===== src/rtl/subtractor32_sequential.sv =====
// Multi-cycle subtractor: diff = a - b, nb_digit bits per clock, LSB digit first, rippled borrow.
// Optional signed overflow flag is built only when SUB_SIGNED_OVF_EN is defined; otherwise ovf_o is tied to 0.
module subtractor32_sequential #(
  parameter int nb_bits  = 32,
  parameter int nb_digit = 8
) (
  input  logic               clk_i,
  input  logic               rst_ni,
  input  logic               valid_i,
  output logic               ready_o,
  input  logic [nb_bits-1:0] a_i,
  input  logic [nb_bits-1:0] b_i,
  output logic               valid_o,
  input  logic               ready_i,
  output logic [nb_bits:0]   diff_o,
  output logic               ovf_o
);

  localparam int N     = nb_bits / nb_digit;
  localparam int CNT_W = (N > 1) ? $clog2(N) : 1;
  localparam logic [CNT_W-1:0] LAST = CNT_W'(N - 1);

  if ((nb_digit < 1) || (nb_digit > nb_bits) || ((nb_bits % nb_digit) != 0)) begin : g_bad_param
    $error("subtractor32_sequential: nb_digit must divide nb_bits and lie in 1..nb_bits");
  end

  typedef enum logic [1:0] {
    IDLE = 2'd0,
    RUN  = 2'd1,
    DONE = 2'd2
  } state_t;

  state_t             state_r;
  logic [nb_bits-1:0] a_r;
  logic [nb_bits-1:0] b_r;
  logic [nb_bits:0]   diff_r;
  logic [CNT_W-1:0]   cnt_r;
  logic               borrow_r;
  logic               valid_r;
  logic               ready_r;

  logic [nb_digit-1:0] a_dig_s;
  logic [nb_digit-1:0] b_dig_s;
  logic [nb_digit:0]   sub_s;

  // Current digit difference; bit nb_digit of sub_s is the outgoing borrow.
  always_comb begin
    a_dig_s = a_r[cnt_r*nb_digit +: nb_digit];
    b_dig_s = b_r[cnt_r*nb_digit +: nb_digit];
    sub_s   = {1'b0, a_dig_s} - {1'b0, b_dig_s} - {{nb_digit{1'b0}}, borrow_r};
  end

`ifdef SUB_SIGNED_OVF_EN
  logic ovf_r;

  // Signed overflow: operand signs differ and the result sign departs from the minuend.
  always_ff @(posedge clk_i or negedge rst_ni) begin
    if (!rst_ni) begin
      ovf_r <= 1'b0;
    end else if ((state_r == IDLE) && valid_i) begin
      ovf_r <= 1'b0;
    end else if ((state_r == RUN) && (cnt_r == LAST)) begin
      ovf_r <= (a_r[nb_bits-1] != b_r[nb_bits-1]) && (sub_s[nb_digit-1] != a_r[nb_bits-1]);
    end
  end

  assign ovf_o = ovf_r;
`else
  assign ovf_o = 1'b0;
`endif

  // Control FSM and datapath registers; ready/valid are registered alongside the state.
  always_ff @(posedge clk_i or negedge rst_ni) begin
    if (!rst_ni) begin
      state_r  <= IDLE;
      a_r      <= '0;
      b_r      <= '0;
      diff_r   <= '0;
      cnt_r    <= '0;
      borrow_r <= 1'b0;
      valid_r  <= 1'b0;
      ready_r  <= 1'b1;
    end else begin
      case (state_r)
        IDLE: begin
          if (valid_i) begin
            a_r      <= a_i;
            b_r      <= b_i;
            borrow_r <= 1'b0;
            cnt_r    <= '0;
            ready_r  <= 1'b0;
            state_r  <= RUN;
          end
        end
        RUN: begin
          diff_r[cnt_r*nb_digit +: nb_digit] <= sub_s[nb_digit-1:0];
          borrow_r <= sub_s[nb_digit];
          if (cnt_r == LAST) begin
            diff_r[nb_bits] <= sub_s[nb_digit];
            cnt_r           <= '0;
            valid_r         <= 1'b1;
            state_r         <= DONE;
          end else begin
            cnt_r <= cnt_r + CNT_W'(1);
          end
        end
        DONE: begin
          if (ready_i) begin
            valid_r <= 1'b0;
            ready_r <= 1'b1;
            state_r <= IDLE;
          end
        end
        default: begin
          valid_r <= 1'b0;
          ready_r <= 1'b1;
          state_r <= IDLE;
        end
      endcase
    end
  end

  assign ready_o = ready_r;
  assign valid_o = valid_r;
  assign diff_o  = diff_r;

endmodule

===== config.mk =====
export PLATFORM = sky130hd
export DESIGN_NAME = subtractor32_sequential
export DESIGN_NICKNAME = d
export VERILOG_FILES = /design/src/rtl/subtractor32_sequential.sv
export SDC_FILE = /design/constraint.sdc
export NUM_CORES = 1
export LEC_CHECK = 0
export CAP_MARGIN = 20
export CELL_PAD_IN_SITES_DETAIL_PLACEMENT = 1
export CELL_PAD_IN_SITES_GLOBAL_PLACEMENT = 2
export CORE_UTILIZATION = 37
export CTS_CLUSTER_DIAMETER = 150
export DETAILED_ROUTE_END_ITERATION = 7
export HOLD_SLACK_MARGIN = 0.1
export PLACE_DENSITY = 0.81
export SYNTH_ARGS = -nofsm -noshare
export SYNTH_HDL_FRONTEND = slang
export SYNTH_SLANG_ARGS = --single-unit

===== constraint.sdc =====
create_clock -name clk_i -period 5.75 [get_ports clk_i]
set_clock_uncertainty 0.05 [all_clocks]
set_input_delay 0.575 -clock clk_i [delete_from_list [all_inputs] [get_ports clk_i]]
set_output_delay 0.575 -clock clk_i [all_outputs]
set_load 0.05 [all_outputs]

* Word level (Yosys, flattened, before mapping)
Index checks and enable logic that the tools add are counted.
** Word-level totals
- Register bits after elaboration :: 104
- Output and inout port bits :: 36
- Logic and storage cells :: 47
** Operators by class
- $add $sub $neg :: 4
- Multiplexer cells :: 16
- Reduce and logical (&&, ||, !) cells :: 7
- Eq/ne operators :: 6
- Bitwise logic cells :: 2
- Shifts and indexed selects :: 4
** Operators with widths (number)
- 32-bit by 6-bit indexed part select with 8-bit output :: 2
- 5-bit negator with 34-bit output :: 1
- 8-bit by 34-bit variable shift with 33-bit output (first input constant) :: 1
- 8-bit by 34-bit indexed part select with 33-bit output :: 1
- 33-bit bitwise mux :: 1
- 2-bit two-way mux :: 5
- 3-bit AND reduction :: 3
- 8-bit by 8-bit subtractor with 9-bit output :: 1
- 9-bit by 1-bit subtractor with 9-bit output :: 1
- 2-bit != test (second input constant) :: 3
- 1-bit case mux with 3 select lines :: 2
- 2-bit case mux with 3 select lines :: 1
- 1-bit two-way mux :: 5
- 2-bit equality test (second input constant) :: 2
- 2-bit case mux with 2 select lines :: 1
- 2-bit AND reduction :: 2
- 2-bit by 1-bit adder with 2-bit output (second input constant) :: 1
- 2-bit by 1-bit equality test with 1-bit output (second input constant) :: 1
- 2-bit zero test :: 1
- 1-bit inverter :: 2
- 1-bit case mux with 2 select lines :: 1
- 2-bit nonzero test :: 1

* Logic depth before layout (Yosys ltp)
- Depth after elaboration :: 6
- Depth in mapped cells :: 12

* Least setup slack after synthesis
No wires, ideal clock.
- Path kind :: reg2reg
- Start point :: reg cnt_r[0]
- End point :: reg borrow_r
- Arrival time :: 3196 ps
- Slack :: 2422 ps
- Data required time :: 5618 ps
- Clock period less this slack :: 3328 ps
- Stages on the path, launching flop included :: 11
- Library setup time :: 82 ps
- Path through :: dfrtp_1 -> buf_6 -> clkbuf_1 -> mux4_2 -> fa_1 -> fa_1 -> nor2b_1 -> o21ai_0 -> a41o_1 -> xor2_1 -> o22ai_1
** Between the ends
- Word-level cells in the longest chain between the ends :: 4
** RTL lines
- start, declared :: RTL line 37 : logic [CNT_W-1:0] cnt_r;
- start signal, assigned :: RTL line 104 : cnt_r <= cnt_r + CNT_W'(1);
- 32-bit by 6-bit indexed part select with 8-bit output, on equally long branches :: RTL line 48, 49
- 8-bit by 8-bit subtractor with 9-bit output (*) :: RTL line 50 : sub_s = {1'b0, a_dig_s} - {1'b0, b_dig_s} - {{nb_digit{1'b0}}, borrow_r};
- 9-bit by 1-bit subtractor with 9-bit output (*) :: RTL line 50
- 1-bit case mux with 2 select lines (*) :: RTL line 84 : case (state_r)
- end signal, assigned :: RTL line 97 : borrow_r <= sub_s[nb_digit];
- end, declared :: RTL line 38 : logic borrow_r;
Every way passes the cells marked *; elsewhere a longest branch is shown, timed or not.
A chain may end at the register's enable or synchronous reset.

* Worst setup path after layout
- Start point :: reg cnt_r[0]
- End point :: reg diff_r[23], in the netlist diff_o[23]
** Between the ends
- Word-level cells in the longest chain between the ends :: 5
** RTL lines
- 32-bit by 6-bit indexed part select with 8-bit output, on equally long branches :: RTL line 48, 49
- 8-bit by 8-bit subtractor with 9-bit output :: RTL line 50
- 9-bit by 1-bit subtractor with 9-bit output :: RTL line 50
- 8-bit by 34-bit indexed part select with 33-bit output :: RTL line 96 : diff_r[cnt_r*nb_digit +: nb_digit] <= sub_s[nb_digit-1:0];
- 33-bit bitwise mux (*) :: RTL line 96
- end signal, assigned by index :: RTL line 96
- end signal, assigned by index :: RTL line 99 : diff_r[nb_bits] <= sub_s[nb_digit];
- end, declared :: RTL line 36 : logic [nb_bits:0] diff_r;
Marked as above.

==> flow_metrics.env <==
export IMPL_status="finished, final reports clean"
export IMPL_postCtsResizedCells=0
export IMPL_max_slew_margin_rel_pct=45.0
export IMPL_pre_cts_slack_ps=1980
export IMPL_timing_final_crit_share_pct=64.7
export IMPL_cp_num_buf_inv=3
export IMPL_ctsLongestPathBuffers=2
export IMPL_setup_repair_after_global_routing_missed_its_margin="false"
export IMPL_hold_viol_final=0
export IMPL_h_tree_depth=3
export IMPL_core_rowCount=41
export IMPL_firstDrtPassIters=4
export IMPL_timing_critical_path_slowest_cell_delay_ps=840
export IMPL_insertion_delay_ps=350
export IMPL_crit_cells=11
export IMPL_place_hpwl_um=8570
export IMPL_synth_top_area_cell="sky130_fd_sc_hd__dfrtp_1"
export IMPL_remaining_drc_errors=0
export IMPL_vias_per_cell=5.06
export IMPL_highest_delay_cell_along_the_critical_path="sky130_fd_sc_hd__dfrtp_1"
export IMPL_syn_instance_count=365
export IMPL_dr_first_iter_drc_count=112
export IMPL_io_buffer_count=102
export IMPL_antenna_cells_inserted=0
export IMPL_setup_viol=0
export IMPL_placedInstanceArea_sq_mm=0.00608
export IMPL_critical_path_cell_chain="buf_4 > mux4_2 > inv_1 > ha_1 > inv_1 > ha_1 > a21oi_1 > nand2_1 > o32ai_1 > xnor2_1 > o21ai_0"
export IMPL_largest_net_degree_at_the_start_of_global_routing=66
export IMPL_layout_setup_ws_ps=2030
export IMPL_synth_main_ff_cell="sky130_fd_sc_hd__dfrtp_1"
export IMPL_globalRoute_totalOverflow=0
export IMPL_die_width_um=117
export IMPL_clk_pin_slew_worst_paths_ps=70
export IMPL_max_slew_worst_pin_slew_ps=826
export IMPL_detail_route_wirelength_um=11500
export IMPL_synthArstFlopShare_pct=100
export IMPL_synth_area_leaders="sky130_fd_sc_hd__dfrtp_1 (53%), sky130_fd_sc_hd__mux2_2 (15%), sky130_fd_sc_hd__mux4_2 (7.4%)"
export IMPL_postCtsHoldBufs=0
export IMPL_layout_cells_most_common="sky130_fd_sc_hd__dfrtp_1"
export IMPL_synth_enable_flop_cells=0
export IMPL_yosys_cell_types_count=41
export IMPL_fin_crit_ps=3720
export IMPL_cts_sinks=104
export IMPL_vias=3255
export IMPL_layout_area_growth_over_synthesis_pct=31.0
export IMPL_worst_setup_path_end_kind="register"
export IMPL_tritoncts="yes"
export IMPL_critical_path_startpoint_type="register"
export IMPL_fillerInstances=1295
export IMPL_timing_fmax_mhz=269
export IMPL_die_h_um=117
export IMPL_grt_total_usage_pct=18.7
export IMPL_placed_cells_incl_taps=627
export IMPL_i_o_pin_cnt=104
export IMPL_synth_top_area_share_pct=52.7
export IMPL_synthesis_yosys_warnings=0
export IMPL_grt_pass1_wl_um=18900
export IMPL_clock_root_buffer="sky130_fd_sc_hd__clkbuf_16"
export IMPL_cts_made_buffers=9
export IMPL_number_of_pins_with_negative_max_slew_slack_in_the_final_report=0
export IMPL_antenna_violating_nets_post_route=0
export IMPL_maxCapViolations=0
export IMPL_netlist_area_sq_mm=0.00489
export IMPL_max_fanout_on_critical_path=14
export IMPL_worstPathRequired_ps=5910
export IMPL_floorplan_die_area_sq_mm=0.0137
export IMPL_cp_arrival_ps=3890
export IMPL_synth_ff_latch_count=104
export IMPL_layout_nets=555
export IMPL_grt_pass1_vias=3597
export IMPL_most_common_layout_cells="sky130_fd_sc_hd__dfrtp_1 (103), sky130_fd_sc_hd__clkdlybuf4s50_1 (101), sky130_fd_sc_hd__mux2_2 (64)"
export IMPL_start_util_pct=38.3
export IMPL_layout_cell_share_with_drive_strength_beyond_1_pct=21.9
export IMPL_worstSetupPathType="reg2reg"
export IMPL_worst_hold_path_type="in2async"
export IMPL_synth_seq_area_share_pct=53.2
export IMPL_post_cts_setup_buffer_count=0
export IMPL_initial_antenna_violation_count=0
export IMPL_mappedNetlistNets=454
export IMPL_route_detailed_wl_per_inst_um=18.0
export IMPL_timing_setup_tns_ps=0
export IMPL_reg2regPathDepth=11
export IMPL_fp_coreArea_sq_mm=0.0128
export IMPL_syn_avg_cell_area_sq_um=13.4
export IMPL_stdcell_count=643
export IMPL_design_area_sq_mm=0.00641
export IMPL_routabilityCongestion=0.799
export IMPL_path_delay_family="flip-flops"
layout make-up:
| cell class | count | area, sq um | share of cell area (%) |
|---|---|---|---|
| flip-flops and latches | 104 | 2600 | 40.6 |
| multi-input cells | 221 | 2120 | 33.1 |
| repair buffers | 106 | 1050 | 16.4 |
| clock buffers | 14 | 274 | 4.27 |
| well taps | 172 | 215 | 3.36 |
| inverters | 24 | 90.1 | 1.41 |
| clock inverters | 2 | 60.1 | 0.937 |
cell usage after synthesis (all sizes together) (2+ instances only):
cell type and number:
dfrtp 103, mux2 64, nand2 26, inv 24, a22o 21, ha 19, o21ai 17, mux4 16
buf 13, nor2 8, a21oi 6, xnor2 5, mux2i 4, nor2b 4, nor3 4, clkbuf 3
nand4 3, fa 2, nand4b 2, o22ai 2, o31ai 2
cell families after synthesis:
group	count (synthesis)	share of synthesized area, %
AO/OA/AOI/OAI	55	8.08
multiplexers	84	22.9
flip-flops	104	53.2
adder cells (fa/ha/maj)	21	5.68
XOR/XNOR	6	1.07
other	1	0.0767
AND/OR/NAND/NOR	54	5.40
buffers and inverters	40	3.56
per-stage QoR:
step | hold slack (ps) | util (%)
5_1_grt | 186 | 50.2
6_report | 159 | 50.2
4_1_cts | 179 | 50.2
3_5_place_dp | 424 | 47.6
2_1_floorplan | 229 | -
3_3_place_gp | 416 | 47.6
final timing paths:
kind / start / to / slack, ps
setup / recovery: cnt_r[0] / diff_o[23] / 2030
hold / removal: rst_ni / diff_o[10] / 160
setup reg to reg: cnt_r[0] / diff_o[23] / 2030
hold reg to reg: diff_o[10] / diff_o[10] / 440
max in group asynchronous: rst_ni / valid_o / 4290
min in group clk_i: diff_o[10] / diff_o[10] / 440
worst register-to-register path, stage by stage (launching register included):
cell                      delay, ps
sky130_fd_sc_hd__dfrtp_1        840
sky130_fd_sc_hd__buf_4          380
sky130_fd_sc_hd__mux4_2         560
sky130_fd_sc_hd__inv_1           70
sky130_fd_sc_hd__ha_1           220
sky130_fd_sc_hd__inv_1           60
sky130_fd_sc_hd__ha_1           280
sky130_fd_sc_hd__a21oi_1        290
sky130_fd_sc_hd__nand2_1        110
sky130_fd_sc_hd__o32ai_1        370
sky130_fd_sc_hd__xnor2_1        230
sky130_fd_sc_hd__o21ai_0        150
layer usage:
layer	up-vias	track usage (%)	share of wire, %
met5	-	0	0
met4	0	6.41	1.6
met3	12	4.02	4.0
met2	87	31.3	49
met1	1640	24.2	46
li1	1516	-	-
registers in the layout, indices dropped and copies added (netlist names):
signal    count
a_r          32
borrow_r      1
ready_o       1
valid_o       1
state_r       2
cnt_r         2
b_r          32
diff_o       33
Power is left out: the tool's default activity adds up to more than one toggle a clock period on the data nets, which glitch-free logic cannot reach.
